[src/rtl/fxp_pkg.sv]
// Shared fixed-point widths and types for the arithmetic unit.
// Sample and accumulator widths are fixed here so blocks agree on them.
package fxp_pkg;

    localparam int FXP_DATA_W = 16;
    localparam int FXP_ACC_W  = 32;

    typedef logic [FXP_DATA_W-1:0] fxp_sample_t;
    typedef logic [FXP_ACC_W-1:0]  fxp_acc_t;

endpackage

[src/rtl/acc_adder.sv]
// Combinational modulo-2^ACC_W adder of an unsigned narrow operand
// into a wide accumulator operand; reusable by other fixed-point blocks.
module acc_adder
    import fxp_pkg::*;
#(
    parameter int DATA_W = FXP_DATA_W,
    parameter int ACC_W  = FXP_ACC_W
) (
    input  logic [ACC_W-1:0]  acc_i,
    input  logic [DATA_W-1:0] sample_i,
    output logic [ACC_W-1:0]  sum_o
);

    logic [ACC_W-1:0] sample_ext;

    // Unsigned operand: zero-extend, never sign-extend; carry-out is dropped.
    assign sample_ext = ACC_W'(sample_i);
    assign sum_o      = acc_i + sample_ext;

endmodule

[src/rtl/streaming_accumulator.sv]
// Running-sum accumulator: one unsigned sample is added every clock,
// with a synchronous active-high clear and a registered output.
module streaming_accumulator
    import fxp_pkg::*;
#(
    parameter int DATA_W = FXP_DATA_W,
    parameter int ACC_W  = FXP_ACC_W
) (
    input  logic              clk,
    input  logic              reset,
    input  logic [DATA_W-1:0] data_in,
    output logic [ACC_W-1:0]  sum_out
);

    // Silicon powers up undefined; the initialiser only fixes the sim value.
    logic [ACC_W-1:0] acc_q = '0;
    logic [ACC_W-1:0] acc_d;
    logic [ACC_W-1:0] add_sum;

    acc_adder #(
        .DATA_W (DATA_W),
        .ACC_W  (ACC_W)
    ) u_adder (
        .acc_i    (acc_q),
        .sample_i (data_in),
        .sum_o    (add_sum)
    );

    always_comb begin
        acc_d = add_sum;
        if (reset) begin
            acc_d = '0;
        end
    end

    always_ff @(posedge clk) begin
        acc_q <= acc_d;
    end

    assign sum_out = acc_q;

endmodule

[config.mk]
export PLATFORM = sky130hd
export DESIGN_NAME = streaming_accumulator
export DESIGN_NICKNAME = d
export VERILOG_FILES = /design/src/rtl/fxp_pkg.sv /design/src/rtl/acc_adder.sv /design/src/rtl/streaming_accumulator.sv
export SDC_FILE = /design/constraint.sdc
export NUM_CORES = 1
export LEC_CHECK = 0
export CORE_MARGIN = 8
export CORE_UTILIZATION = 30
export CTS_BUF_LIST = sky130_fd_sc_hd__clkbuf_4 sky130_fd_sc_hd__clkbuf_8 sky130_fd_sc_hd__clkbuf_16
export DETAILED_ROUTE_END_ITERATION = 6
export DONT_BUFFER_PORTS = 1
export GPL_TIMING_DRIVEN = 0
export MAX_ROUTING_LAYER = met4
export PLACE_DENSITY = 0.53
export SETUP_SLACK_MARGIN = 0.5
export SLEW_MARGIN = 15
export SYNTH_ARGS = -nofsm -noshare
export SYNTH_HDL_FRONTEND = slang
export SYNTH_SLANG_ARGS = --single-unit
[constraint.sdc]
create_clock -name clk -period 5.1 [get_ports clk]
set_input_delay 1.02 -clock clk [delete_from_list [all_inputs] [get_ports clk]]
set_output_delay 1.02 -clock clk [all_outputs]
set_load 0.01 [all_outputs]
==> results.yml <==
pwr:
  p_int_uw: 621
  pwr-share-clk_pct: 17.7
  p_switching_uw: 488
  share_seq_of_total_power_pct: 33.4
  p_per_area_mw_per_mm2: 492
  ir_drop_mv: 0.0975
  swShare_pct: 44.0
  leakagePower_nw: 0.826
  p_total_mw: 1.11
  power_frac_comb_pct: 48.9
routing:
  wirelength_mm: 5.32
  drtPass1Iterations: 4
  routedWlPerCell_um: 16.3
  drt.antenna.violating_nets: 0
  drc: 0
  drtIter0Drc: 68
  vias_per_cell: 5.45
  routed-via-count: 1777
worst_setup_path:
  crit_path_start_kind: "input port"
  arrival_ps: 3340
  rr_startpoint: "sum_out[0]$_SDFF_PP0_"
  slowest_stage: "a221oi_2"
  end_kind: "register"
  path_cells: "ha_1 -> fa_1 -> a21o_1 -> a221oi_2 -> o21a_1 -> a21oi_1 -> nand4_1 -> mux2_1"
  regToRegSetupSlack_ps: 2320
  r2r_cells: 8
  crit_required_ps: 5280
  reg2reg_to: "sum_out[28]$_SDFF_PP0_"
  crit_type: "in -> reg"
  slowest_delay_ps: 450
  cp_max_fo: 4
die:
  fp.coreArea_mm2: 0.00676
  die_area_mm2: 0.00983
  die_y_um: 99.1
  die_w_um: 99.1
  start_util_pct: 30.7
  rows: 30
  pin_count: 50
cts:
  post_cts_resized: 0
  cts_root_buf: "clkbuf_8"
  cts_made_buffers: 5
  clkSlewWorstSetupHoldPaths_ps: 60
  h-tree-depth: 2
  clock_latency_ps: 290
  cts_hold_buf: 0
  ctsLongestPathBuffers: 2
  cts_sinks: 32
  cts_setup_buffers: 0
  tritoncts: "done"
global_routing:
  first_global_vias: 1763
  grt_pass1_wl_mm: 8.84
  overflow: 0
  grt_use_total_pct: 11.6
  grt_start_max_net_pins: 11
  antenna_found_initial: 0
timing:
  rsz0062_at_grt: "no"
  whs_ps: 567
  finClkSkew_ps: 6.53
  finalSetupTns_ps: 0
  period_share_pct: 62.0
  fin_crit_ps: 3160
  max_slew_margin_pct: 57.4
  hold_viol: 0
  setup_ws_ps: 1940
  drv_slew: 0
  setup_viol: 0
  fmax_ghz: 0.316
  worstMarginPinSlew_ps: 630
yosys:
  yosysTopAreaCellShare_pct: 30.9
  avgSynthCellArea_um2: 8.67
  synth_most_common_cell: "dfxtp_1"
  async_flop_share_pct: 0
  synthCells: 239
  synth_commonest_cells: "dfxtp_1, nor2_1, a21oi_1"
  synth_nets: 274
  syn_area_mm2: 0.00207
  synth-edff-count: 0
  ys.warnings.count: 0
  synth.distinct_cells: 51
  yosysTopAreaCell: "dfxtp_1"
  synth-main-ff-cell: "dfxtp_1"
  synth_area_leaders: "dfxtp_1, ha_1, xnor2_1"
  seq_area_frac_synth_pct: 30.9
  ys_seq_elements: 32
layout:
  drive_gt1_share_pct: 10.6
  diodes: 0
  nets: 281
  area_delta_synth_final_pct: 8.75
  largest_reg_flops: 32
  final_cells: 326
min_path:
  min_to: "sum_out[30]$_SDFF_PP0_"
  hold_start: "sum_out[30]$_SDFF_PP0_"
  whs_path_depth: 2
  hp-class: "reg -> reg"
placement:
  gp_congestion: 0.774
  portBuffers: 0
  hpwl_mm: 4.13
  dp_cells: 319
  dp_worst_setup_slack_ps: 1670
run_status:
  status: "complete, no violations"
job:
  max_cap_viol_count: 0
==> worst max-delay path by stage <==
stage,from,to,slack (ps)
5_1_grt,data_in[0],sum_out[28]$_SDFF_PP0_,1840
2_1_floorplan,data_in[0],sum_out[28]$_SDFF_PP0_,2010
3_3_place_gp,data_in[0],sum_out[28]$_SDFF_PP0_,1650
4_1_cts,data_in[0],sum_out[28]$_SDFF_PP0_,1970
3_5_place_dp,data_in[0],sum_out[28]$_SDFF_PP0_,1670
6_report,data_in[0],sum_out[28]$_SDFF_PP0_,1940
==> power groups by stage <==
stage                     Sequential (mW)  Combinational (mW)  Clock (mW)
after floorplan                     0.362               0.446           0
after global placement              0.378               0.539           0
after detailed placement            0.380               0.542           0
after CTS                           0.374               0.545       0.206
after global routing                0.380               0.614       0.213
final                               0.371               0.542       0.196
==> critical path, delay by kind of cell <==
family          cells  cell delay (ps)
mux                 1              320
simple gates        1              160
compound gates      4             1190
fa+ha+maj           2              640
==> cell families after synthesis <==
logic type | Yosys count | synth area share [%]
adders and majority gates | 17 | 10.6
AOI/OAI and AO/OA | 71 | 25.9
and+or+nand+nor | 81 | 19.2
DFF | 32 | 30.9
xor gates and xnor gates | 22 | 9.29
buffers and inverters | 14 | 3.08
muxes | 2 | 1.03
==> placed cells by master (no fill, tap or decap), types with 6 or more instances in the layout <==
cell type  instances
dfxtp_1           32
nor2_1            28
a21oi_1           20
nand2_1           18
ha_1              16
xnor2_1           15
o21ai_0           10
a21o_1             9
xor2_1             7
nand3_1            6
a211oi_1           6
==> per-stage QoR <==
| step | util (%) | area (um^2) |
|---|---|---|
| 2_1_floorplan | - | 2070 |
| 3_3_place_gp | 32.2 | 2170 |
| 3_5_place_dp | 32.2 | 2170 |
| 4_1_cts | 33.4 | 2250 |
| 5_1_grt | 33.4 | 2250 |
| 6_report | 33.4 | 2250 |
==> final cells by class <==
| cell class | count | area (um^2) |
|---|---|---|
| Fill cell | 729 | 4500 |
| Multi-Input combinational cell | 193 | 1370 |
| Sequential cell | 32 | 641 |
| Tap cell | 80 | 100 |
| Clock buffer | 6 | 76.3 |
| Buffer | 11 | 52.6 |
| Inverter | 3 | 11.3 |
| Clock inverter | 1 | 5.00 |
==> layer usage <==
metal	wire length [um]	GRT usage [%]	vias to the layer above
met1	2390	13.2	829
met5	0	-	-
li1	-	-	889
met2	2340	17.2	49
met3	477	5.03	10
met4	110	5.24	0
(Power assumes the default switching activity.)
